===== src/rtl/bm_loader_if.sv =====
// Request, multiplier-load and response signals of the Booth-multiplier loader.
// The master drives requests, bm_done and bm_out; the slave is the loader.
interface bm_loader_if #(
   parameter int WIDTH = 8
);
   logic               req_valid;
   logic               req_ready;
   logic [WIDTH-1:0]   req_mcand;
   logic [WIDTH-1:0]   req_mplier;
   logic [WIDTH-1:0]   req_count;
   logic [WIDTH-1:0]   bm_A;
   logic               bm_start;
   logic               bm_done;
   logic [2*WIDTH-1:0] bm_out;
   logic               rsp_valid;
   logic               rsp_ready;
   logic [2*WIDTH-1:0] rsp_product;
   logic               rsp_timeout;
   logic               busy;

   modport master (
      output req_valid, req_mcand, req_mplier, req_count, bm_done, bm_out, rsp_ready,
      input  req_ready, bm_A, bm_start, rsp_valid, rsp_product, rsp_timeout, busy
   );

   modport slave (
      input  req_valid, req_mcand, req_mplier, req_count, bm_done, bm_out, rsp_ready,
      output req_ready, bm_A, bm_start, rsp_valid, rsp_product, rsp_timeout, busy
   );
endinterface


===== src/rtl/bm_loader.sv =====
// Loads a Booth multiplier over one shared bus (kick, mcand, mplier, count), then waits
// for its done flag with a timeout and holds the product until the consumer takes it.
module bm_loader #(
   parameter int WIDTH   = 8,
   parameter int GAP     = 1,
   parameter int TIMEOUT = 64
) (
   input logic        clk,
   input logic        rst_n,
   bm_loader_if.slave bus
);
   typedef enum logic [2:0] {
      ST_IDLE,
      ST_SETUP,
      ST_STROBE,
      ST_GAP,
      ST_WAIT_DONE,
      ST_RESP
   } state_t;

   localparam logic [WIDTH-1:0] FULL_COUNT   = WIDTH'(WIDTH);
   localparam logic [3:0]       GAP_LAST     = 4'(GAP - 1);
   localparam logic [7:0]       TIMEOUT_LAST = 8'(TIMEOUT - 1);

   state_t                  state;
   logic [1:0]              phase;
   logic [3:0]              gap_cnt;
   logic [7:0]              wait_cnt;
   logic signed [WIDTH-1:0] mcand;
   logic signed [WIDTH-1:0] mplier;
   logic [WIDTH-1:0]        count;

   // A zero iteration count means a full-width run.
   function automatic logic [WIDTH-1:0] norm_count(input logic [WIDTH-1:0] cnt);
      return (cnt == '0) ? FULL_COUNT : cnt;
   endfunction

   function automatic logic [WIDTH-1:0] load_word(input logic [1:0]              ph,
                                                  input logic signed [WIDTH-1:0] mc,
                                                  input logic signed [WIDTH-1:0] mp,
                                                  input logic [WIDTH-1:0]        cnt);
      logic [WIDTH-1:0] word;
      case (ph)
         2'd0:    word = '0;
         2'd1:    word = mc;
         2'd2:    word = mp;
         default: word = cnt;
      endcase
      return word;
   endfunction

   always_ff @(posedge clk) begin
      if (!rst_n) begin
         state           <= ST_IDLE;
         phase           <= 2'd0;
         gap_cnt         <= 4'd0;
         wait_cnt        <= 8'd0;
         bus.req_ready   <= 1'b1;
         bus.bm_A        <= '0;
         bus.bm_start    <= 1'b0;
         bus.rsp_valid   <= 1'b0;
         bus.rsp_product <= '0;
         bus.rsp_timeout <= 1'b0;
         bus.busy        <= 1'b0;
      end else begin
         case (state)
            ST_IDLE: begin
               if (bus.req_valid && bus.req_ready) begin
                  mcand         <= bus.req_mcand;
                  mplier        <= bus.req_mplier;
                  count         <= norm_count(bus.req_count);
                  phase         <= 2'd0;
                  bus.bm_A      <= '0;
                  bus.req_ready <= 1'b0;
                  bus.busy      <= 1'b1;
                  state         <= ST_SETUP;
               end
            end
            ST_SETUP: begin
               bus.bm_start <= 1'b1;
               state        <= ST_STROBE;
            end
            ST_STROBE: begin
               bus.bm_start <= 1'b0;
               gap_cnt      <= 4'd0;
               state        <= ST_GAP;
            end
            ST_GAP: begin
               if (gap_cnt == GAP_LAST) begin
                  gap_cnt <= 4'd0;
                  if (phase == 2'd3) begin
                     bus.bm_A <= '0;
                     wait_cnt <= 8'd0;
                     state    <= ST_WAIT_DONE;
                  end else begin
                     phase    <= phase + 2'd1;
                     bus.bm_A <= load_word(phase + 2'd1, mcand, mplier, count);
                     state    <= ST_SETUP;
                  end
               end else begin
                  gap_cnt <= gap_cnt + 4'd1;
               end
            end
            ST_WAIT_DONE: begin
               if (bus.bm_done) begin
                  bus.rsp_product <= bus.bm_out;
                  bus.rsp_timeout <= 1'b0;
                  bus.rsp_valid   <= 1'b1;
                  state           <= ST_RESP;
               end else if (wait_cnt == TIMEOUT_LAST) begin
                  // The multiplier never answered: report a timeout with a zero product.
                  bus.rsp_product <= '0;
                  bus.rsp_timeout <= 1'b1;
                  bus.rsp_valid   <= 1'b1;
                  state           <= ST_RESP;
               end else begin
                  wait_cnt <= wait_cnt + 8'd1;
               end
            end
            ST_RESP: begin
               if (bus.rsp_ready) begin
                  bus.rsp_valid <= 1'b0;
                  bus.req_ready <= 1'b1;
                  bus.busy      <= 1'b0;
                  state         <= ST_IDLE;
               end
            end
            default: begin
               state <= ST_IDLE;
            end
         endcase
      end
   end
endmodule


===== src/flat_wrapper.sv =====
// flat-port wrapper written by rule: the top's interface ports become plain ports
module bm_loader_flat 
#(
   parameter int WIDTH   = 8,
   parameter int GAP     = 1,
   parameter int TIMEOUT = 64
)
  (clk, rst_n, bus_req_valid, bus_req_mcand, bus_req_mplier, bus_req_count, bus_bm_done, bus_bm_out, bus_rsp_ready, bus_req_ready, bus_bm_A, bus_bm_start, bus_rsp_valid, bus_rsp_product, bus_rsp_timeout, bus_busy);
  bm_loader_if #(.WIDTH(WIDTH)) bus_i ();
  input logic clk;
  input logic rst_n;
  input wire logic [$bits(bus_i.req_valid)-1:0] bus_req_valid;
  input wire logic [$bits(bus_i.req_mcand)-1:0] bus_req_mcand;
  input wire logic [$bits(bus_i.req_mplier)-1:0] bus_req_mplier;
  input wire logic [$bits(bus_i.req_count)-1:0] bus_req_count;
  input wire logic [$bits(bus_i.bm_done)-1:0] bus_bm_done;
  input wire logic [$bits(bus_i.bm_out)-1:0] bus_bm_out;
  input wire logic [$bits(bus_i.rsp_ready)-1:0] bus_rsp_ready;
  output wire logic [$bits(bus_i.req_ready)-1:0] bus_req_ready;
  output wire logic [$bits(bus_i.bm_A)-1:0] bus_bm_A;
  output wire logic [$bits(bus_i.bm_start)-1:0] bus_bm_start;
  output wire logic [$bits(bus_i.rsp_valid)-1:0] bus_rsp_valid;
  output wire logic [$bits(bus_i.rsp_product)-1:0] bus_rsp_product;
  output wire logic [$bits(bus_i.rsp_timeout)-1:0] bus_rsp_timeout;
  output wire logic [$bits(bus_i.busy)-1:0] bus_busy;
  assign bus_i.req_valid = bus_req_valid;
  assign bus_i.req_mcand = bus_req_mcand;
  assign bus_i.req_mplier = bus_req_mplier;
  assign bus_i.req_count = bus_req_count;
  assign bus_i.bm_done = bus_bm_done;
  assign bus_i.bm_out = bus_bm_out;
  assign bus_i.rsp_ready = bus_rsp_ready;
  assign bus_req_ready = bus_i.req_ready;
  assign bus_bm_A = bus_i.bm_A;
  assign bus_bm_start = bus_i.bm_start;
  assign bus_rsp_valid = bus_i.rsp_valid;
  assign bus_rsp_product = bus_i.rsp_product;
  assign bus_rsp_timeout = bus_i.rsp_timeout;
  assign bus_busy = bus_i.busy;
  bm_loader #(.WIDTH(WIDTH), .GAP(GAP), .TIMEOUT(TIMEOUT)) u_core (.clk(clk), .rst_n(rst_n), .bus(bus_i));
endmodule

===== config.mk =====
export PLATFORM = sky130hd
export DESIGN_NAME = bm_loader_flat
export DESIGN_NICKNAME = d
export VERILOG_FILES = /design/src/rtl/bm_loader_if.sv /design/src/rtl/bm_loader.sv /design/src/flat_wrapper.sv
export SDC_FILE = /design/constraint.sdc
export NUM_CORES = 1
export LEC_CHECK = 0
export CAP_MARGIN = 20
export CORE_MARGIN = 2
export CORE_UTILIZATION = 52
export CTS_CLUSTER_SIZE = 14
export DETAILED_ROUTE_END_ITERATION = 10
export HOLD_SLACK_MARGIN = 0.1
export PLACE_DENSITY = 0.8
export SETUP_SLACK_MARGIN = 0.2
export SLEW_MARGIN = 20
export SYNTH_ARGS = -nofsm -noshare
export SYNTH_HDL_FRONTEND = slang
export SYNTH_SLANG_ARGS = --single-unit

===== constraint.sdc =====
create_clock -name clk -period 6.6 [get_ports clk]
set_input_delay 1.32 -clock clk [delete_from_list [all_inputs] [get_ports clk]]
set_output_delay 1.32 -clock clk [all_outputs]
set_load 0.02 [all_outputs]

======== Word level (Yosys, flattened, before mapping) ========
Index checks and enable logic that the tools add are counted.
Widths: inputs -> output; s select.
word-level totals
  output and inout port bits .............. 29
  register bits after elaboration ......... 70
  logic and storage cells ................. 90
operators by class
  equality and inequality tests ........... 17
  mux-type cells .......................... 36
  add/subtract/negate cells ............... 3
  reductions and logical operators ........ 20
operator list
  operator             count
  $mux 8               7
  $mux 16              2
  $pmux 8 s2           2
  $pmux 8 s3           1
  $mux 3               6
  $pmux 3 s6           1
  $reduce_bool 2->1    7
  $reduce_and 3->1     4
  $add 8x1->8 const B  1
  $eq 8x6->1 const B   1
  $logic_not 8->1      1
  $ne 2x2->1 const B   4
  $pmux 1 s2           4
  $pmux 4 s2           1
  $reduce_and 4->1     2
  $mux 1               7
  $eq 3x2->1 const B   2
  $eq 3x3->1 const B   2
  $mux 2               3
  $ne 2x1->1 const B   3
  $reduce_and 5->1     1
  $add 4x1->4 const B  1
  $eq 2x2->1 const B   2
  $logic_not 4->1      1
  other kinds (10)     10

======== Longest topological paths before layout ========
Gate-level depths: netlist of the first run.
  word-level depth ........................ 6
  depth in mapped cells ................... 7

======== Worst setup path after synthesis of the first run ========
No wires, ideal clock.
  path type ............................... input -> register
  start ................................... in rst_n
  end ..................................... reg u_core.count[0], enable pin
  setup slack ............................. 3.546 ns
  data required time ...................... 6.195 ns
  stages on the path ...................... 3
  buffers on the path ..................... 1
  library setup time ...................... 0.405 ns
  arrival time ............................ 2.649 ns
  cell sequence ........................... inv_1 clkbuf_1 nor2_1
on the way
  cells in the longest elaborated chain, start to end .. 1
RTL lines
  element                            line                source
  from (decl)                        flat_wrapper.sv:11  input logic rst_n;
  $reduce_and 3->1 (no source line)  n/a
  to (signal assigned)               bm_loader.sv:71     count <= norm_count(bus.req_count);
  to (decl)                          bm_loader.sv:31     logic [WIDTH-1:0] count;
No other way between the ends.
A chain may end at the register's enable or synchronous reset.

======== Worst setup path after layout of the first run ========
  start ................................... in rst_n
  end ..................................... reg u_core.mplier[1], enable pin
on the way
  cells in the longest elaborated chain, start to end .. 1
RTL lines
  element                            line             source
  $reduce_and 3->1 (no source line)  n/a
  to (signal assigned)               bm_loader.sv:70  mplier <= bus.req_mplier;
  to (decl)                          bm_loader.sv:30  logic signed [WIDTH-1:0] mplier;
No other way between the ends.

==> reports/metrics.csv, run 1 <==
stage;metric;value;unit
outcome;status;finished, final reports clean;
hold_path;hold_class;reg2reg;
timing;setup_viol;0;
die;initial_core_util;52.9;%
worst_setup_path;end_kind;flip-flop;
timing;finalHoldViolCount;0;
synthesis;ys_types;45;
hold_path;hold_start;u_core.bus.rsp_product[9]$_SDFFE_PN0P_;
clock_tree;cts-resized-gates;0;
worst_setup_path;crit_slowest_cell;clkdlybuf4s50_1;
clock_tree;cts_tree;done;
worst_setup_path;crit_path_max_incr_delay;0.76;ns
synthesis;netlist_area;0.00286;mm2
clock_tree;numClockSinks;70;
timing;slew_headroom;52.2;%
drt;first_iter_violations;164;
clock_tree;clockBufferDepth;2;
worst_setup_path;r2r_slack;4.60;ns
flow_run;cap_viol_max_count;0;
timing;fmax;316;MHz
synthesis;synthesis.nets;317;
grt;grtUsageTotal;21.5;%
worst_setup_path;reg2reg_to;u_core.bus.rsp_product[6]$_SDFFE_PN0P_;
clock_tree;cts-root-buf;clkbuf_8;
drt;viasPerCell;5.75;
power_and_ir_drop;p_leak;1.34;nW
final_layout;nets;380;
die;dieHeight;78.2;um
die;die_w;78.2;um
place;gp_routability_congestion;0.881;
clock_tree;htree_levels;3;
clock_tree;clk_latency;0.34;ns
worst_setup_path;worst-path-buf-inv;2;
grt;grt_remaining_overflow;0;
synthesis;ys_seq_area_share;57.4;%
power_and_ir_drop;pwr_density_cell;244;mW/mm2
clock_tree;cts_hold_buf;0;
timing;layout_min_cycle_time;3.16;ns
power_and_ir_drop;finalPower;0.000931;W
clock_tree;post_cts_buffers;0;
final_layout;antenna_cells;0;
hold_path;hold-path-endpoint;u_core.bus.rsp_product[9]$_SDFFE_PN0P_;
worst_setup_path;cp_top_family;buffers and inverters;
synthesis;yosys.area.top_type;dfxtp_1;
final_layout;drive_gt1_share;7.51;%
grt;antenna_found_initial;0;
worst_setup_path;rr_startpoint;u_core.state[2]$_SDFFE_PN0P_;
drt;drt_pass1_iterations;5;
synthesis;synthDominantCellAreaShare;32.2;%
die;die_area;0.00611;mm2
clock_tree;cts_buffers;9;
place;dp_hpwl;4230;um
drt;drc;0;
drt;detail_route.wl_per_cell;15.3;um
timing;fin_ws;3.44;ns
clock_tree;clk_pin_slew;0.07;ns
worst_setup_path;timing_worst_setup_path_type;in2reg;
worst_setup_path;startpoint_type;input pin;
timing;worstMarginPinSlew;0.716;ns
drt;vias;2328;
die;ios;74;
grt;grt_pass1_vias;2143;
final_layout;syn_to_final_growth;33.5;%
worst_setup_path;reg2reg_depth;5;
worst_setup_path;cp.required;6.57;ns
die;coreArea;0.00541;mm2
timing;finalSetupTns;0;ns
power_and_ir_drop;vdd_drop_max;0.166;mV
synthesis;ys_top_cells_by_area;dfxtp_1, edfxtp_1, a22o_1;
synthesis;ys_ff_latch;70;
worst_setup_path;cp_data_arrival_time;3.14;ns
place;dp_slack;2.76;ns
drt;wirelength;6200;um
synthesis;avgSynthCellArea;10.8;um2
synthesis;synthCells;265;
worst_setup_path;path_cells;clkdlybuf4s50_1, inv_1, nor2_4;
timing;fin_crit_sh;47.9;%
timing;report.final.slew_viol_count;0;
timing;finClkSkew;0.00836;ns
worst_setup_path;critPathMaxFanout;24;
die;rows;27;
grt;grt_pass1_wl;10100;um
synthesis;synth_warnings;0;
drt;detail-route-antenna-nets;0;
hold_path;hold_depth;1;
grt;grt_max_degree;25;
timing;rsz0062_at_grt;false;
place;port_buffers;73;
-- state kept, by name, summed over array words and instances, names as in the netlist --
name                    cells
u_core.bus.rsp_product     16
u_core.bus.rsp_timeout      1
u_core.wait_cnt             8
u_core.gap_cnt              4
u_core.state                3
u_core.mcand                8
u_core.bus.bm_A             8
u_core.bus.rsp_valid        1
u_core.bus.bm_start         1
u_core.count                8
u_core.bus.busy             1
u_core.bus.req_ready        1
u_core.phase                2
u_core.mplier               8
-- how the worst max path moves through the flow --
stage / endpoint / depth (start not counted) / from
after CTS: u_core.mcand[6]$_DFFE_PP_ / 3 / rst_n
after detailed placement: u_core.count[1]$_SDFFCE_PN0P_ / 3 / rst_n
after global routing: u_core.mcand[2]$_DFFE_PP_ / 3 / rst_n
after global placement: u_core.count[3]$_SDFFCE_PN1P_ / 3 / rst_n
final: u_core.mplier[1]$_DFFE_PP_ / 3 / rst_n
after floorplan: u_core.count[0]$_SDFFCE_PN0P_ / 3 / rst_n
-- metrics by stage --
step	cells	hold slack [ns]	util, %	instance area [um2]
after global placement	389	0.456	66.6	3600
final	405	0.480	70.6	3820
after CTS	405	0.486	70.5	3810
after floorplan	265	0.457	-	2860
after global routing	405	0.504	70.6	3820
after detailed placement	389	0.463	66.6	3600
-- layer usage --
metal | vias up | global-route usage [%] | wire, um
met2 | 101 | 33.0 | 2930
met5 | - | 0 | 0
met1 | 1095 | 27.6 | 2780
met3 | 11 | 5.86 | 341
met4 | 0 | 11.9 | 140
li1 | 1121 | - | -
-- cells in the mapped netlist (all sizes together) --
cell type   n
or3b        1
clkbuf     17
a211oi      3
nor3b       2
or4b        1
mux2i       1
buf         5
a31oi       5
o31ai       4
a32oi       1
nand2      26
o31a        1
nand3      13
nor3        5
and3        3
and3b       1
a22oi       8
a21oi      11
nand4bb     1
ha          7
a21o        2
a22o       25
a31o        1
o21ai      14
nand4       4
nand3b      1
a21boi      1
or4         1
a41oi       1
nor2       10
nor4        3
dfxtp      46
o21a        1
a311oi      2
inv         8
mux2        1
nand4b      1
and4        1
o21bai      2
edfxtp     24
-- where the power goes --
| group | switching (W) | total, W | internal (W) | leakage [nW] |
|---|---|---|---|---|
| Clock | 0.000159 | 0.000368 | 0.000210 | 0.103 |
| Sequential | 0.0000110 | 0.000473 | 0.000462 | 0.592 |
| Combinational | 0.0000442 | 0.0000896 | 0.0000454 | 0.647 |
| Total | 0.000214 | 0.000931 | 0.000717 | 1.34 |
-- placed cells by master, fill, tap and decap left out, types with 2 or more instances in the layout --
cell type and instances:
dfxtp_1 46, bufinv_16 2, nand4_1 4, nor4_1 3
nor3_1 5, and3_1 3, clkbuf_8 9, nor2_1 9
a21oi_1 10, a22o_1 25, clkinv_2 2, clkdlybuf4s50_1 73
edfxtp_1 24, clkinvlp_4 2, ha_1 7, a211oi_1 2
nand3_1 13, a21o_1 2, a31oi_1 5, inv_1 8
o31ai_1 3, a22oi_1 8, o21ai_0 14, a311oi_1 2
nor3b_1 2, nand2_1 26
-- kinds of logic (layout without fill, tap and decap cells) --
logic type	Yosys count	in the layout	share of synthesized area [%]
AO/OA/AOI/OAI	82	82	21.2
adder cells (fa/ha/maj)	7	7	3.06
buffers and inverters	30	98	4.33
flip-flops	70	70	57.4
multiplexers	2	2	0.744
AND/OR/NAND/NOR	74	74	13.3
-- cell type report --
cell class	instances	area, um2
flip-flops and latches	70	1640
inverters	8	30.0
well taps	72	90.1
clock inverters	7	88.8
repair buffers	74	738
clock buffers	9	124
multi-input cells	165	1110
fillers	394	1590
No activity file was read; power rests on OpenSTA's default activity.
==> run 2: changes to the inputs <==
Settings changed: CORE_UTILIZATION 52 to 48, PLACE_DENSITY 0.8 to 0.75.
Clock period 6.6 ns to 3.28 ns, I/O delays scaled along.
==> reports/metrics.csv, run 2 (synthesis gave the netlist of run 1 again) <==
stage;metric;value;unit
outcome;status;finished, final reports clean;
grt;grt_max_degree;25;
worst_setup_path;crit_path_max_incr_delay;0.60;ns
drt;drc;0;
flow_run;cap_viol_max_count;0;
worst_setup_path;worst-path-buf-inv;1;
power_and_ir_drop;vdd_drop_max;0.306;mV
power_and_ir_drop;pwr_density_cell;463;mW/mm2
drt;detail-route-antenna-nets;0;
final_layout;syn_to_final_growth;33.2;%
timing;report.final.slew_viol_count;0;
drt;detail_route.wl_per_cell;14.6;um
timing;fmax;442;MHz
hold_path;hold_class;reg2reg;
final_layout;largest_reg_flops;16;
timing;setup_viol;0;
die;rows;28;
clock_tree;cts_buffers;9;
timing;finClkSkew;0.00773;ns
die;coreArea;0.00585;mm2
worst_setup_path;end_kind;flip-flop;
worst_setup_path;path_cells;clkdlybuf4s50_1, or4b_1, or4_4, nand4_1, o31ai_2;
die;die_w;81.2;um
die;initial_core_util;48.9;%
final_layout;drive_gt1_share;7.74;%
clock_tree;clockBufferDepth;2;
grt;grtUsageTotal;19.1;%
clock_tree;numClockSinks;70;
die;die_area;0.00659;mm2
die;dieHeight;81.2;um
grt;antenna_found_initial;0;
drt;vias;2238;
timing;slew_headroom;49.2;%
clock_tree;cts-resized-gates;0;
worst_setup_path;cp_top_family;simple AND/OR/NAND/NOR gates;
grt;grt_pass1_vias;2078;
timing;finalHoldViolCount;0;
worst_setup_path;cp_data_arrival_time;2.48;ns
power_and_ir_drop;finalPower;0.00176;W
place;gp_routability_congestion;0.846;
final_layout;final_cell_mix;clkdlybuf4s50_1, dfxtp_1, nand2_1;
clock_tree;htree_levels;3;
worst_setup_path;cp.required;3.50;ns
worst_setup_path;timing_worst_setup_path_type;in2reg;
final_layout;nets;383;
drt;viasPerCell;5.45;
timing;layout_min_cycle_time;2.26;ns
worst_setup_path;crit_slowest_cell;or4b_1;
clock_tree;cts_tree;done;
timing;worstMarginPinSlew;0.763;ns
final_layout;layout.cells.most_common;clkdlybuf4s50_1;
clock_tree;post_cts_buffers;0;
clock_tree;cts_hold_buf;0;
grt;grt_pass1_wl;9460;um
timing;finalSetupTns;0;ns
clock_tree;clk_latency;0.33;ns
drt;first_iter_violations;119;
final_layout;antenna_cells;0;
timing;fin_crit_sh;69.0;%
timing;rsz0062_at_grt;false;
power_and_ir_drop;p_leak;1.35;nW
worst_setup_path;startpoint_type;input pin;
grt;grt_remaining_overflow;0;
worst_setup_path;critPathMaxFanout;6;
drt;wirelength;5990;um
final_layout;regMostFlops;u_core.bus.rsp_product;
place;dp_hpwl;4170;um
die;ios;74;
clock_tree;clk_pin_slew;0.07;ns
place;port_buffers;73;
drt;drt_pass1_iterations;4;
clock_tree;cts-root-buf;clkbuf_8;
==> run 2: worst reg2reg max path, cell delays in order (launching register included) <==
cell     delay [ns]
dfxtp_1        0.51
inv_1          0.21
nor3_1         0.24
buf_4          0.22
and3_1         0.57
a22o_1         0.23
==> run 2: per-layer routing <==
| layer | global-route usage, % | vias up | wire [um] |
|---|---|---|---|
| li1 | - | 1125 | - |
| met1 | 24.7 | 1043 | 2810 |
| met2 | 29.6 | 61 | 2840 |
| met3 | 3.89 | 9 | 246 |
| met4 | 11.0 | 0 | 97 |
| met5 | 0 | - | 0 |
==> run 2: worst paths after layout <==
| kind | endpoint | slack, ns | cells past startpoint | from |
|---|---|---|---|---|
| worst min-delay path | u_core.bus.bm_start$_SDFFE_PN0P_ | 0.48 | 2 | u_core.bus.bm_start$_SDFFE_PN0P_ |
| worst min register to register | u_core.bus.bm_start$_SDFFE_PN0P_ | 0.48 | 2 | u_core.bus.bm_start$_SDFFE_PN0P_ |
| worst max-delay path | u_core.wait_cnt[7]$_SDFFE_PN0P_ | 1.02 | 5 | bus_bm_done |
| worst max register to register | u_core.bus.rsp_product[9]$_SDFFE_PN0P_ | 1.25 | 5 | u_core.state[2]$_SDFFE_PN0P_ |
==> run 2: per-stage QoR <==
stage	instance area (um2)	setup slack (ns)	instances	hold WS, ns	util [%]
finish	3810	1.02	411	0.475	65.1
global route	3810	0.954	411	0.489	65.1
floorplan	2860	0.890	265	0.457	-
detailed placement	3630	0.690	395	0.466	62.0
global placement	3620	0.648	395	0.452	61.9
CTS	3810	1.05	411	0.477	65.1
==> run 2: final cells by class <==
cell class / count / area (um2)
inverter: 8 / 30.0
clock inverter: 1 / 5.00
clock buffer: 15 / 176
sequential: 70 / 1640
timing repair buffer: 77 / 761
multi-input combinational: 165 / 1100
fill: 470 / 2040
tap: 75 / 93.8
==> run 2: report_power, final <==
part	total [W]	switching [W]	internal (W)
sequential	0.000952	0.0000222	0.000930
combinational	0.000179	0.0000855	0.0000938
clock	0.000633	0.000296	0.000337
total	0.00176	0.000403	0.00136
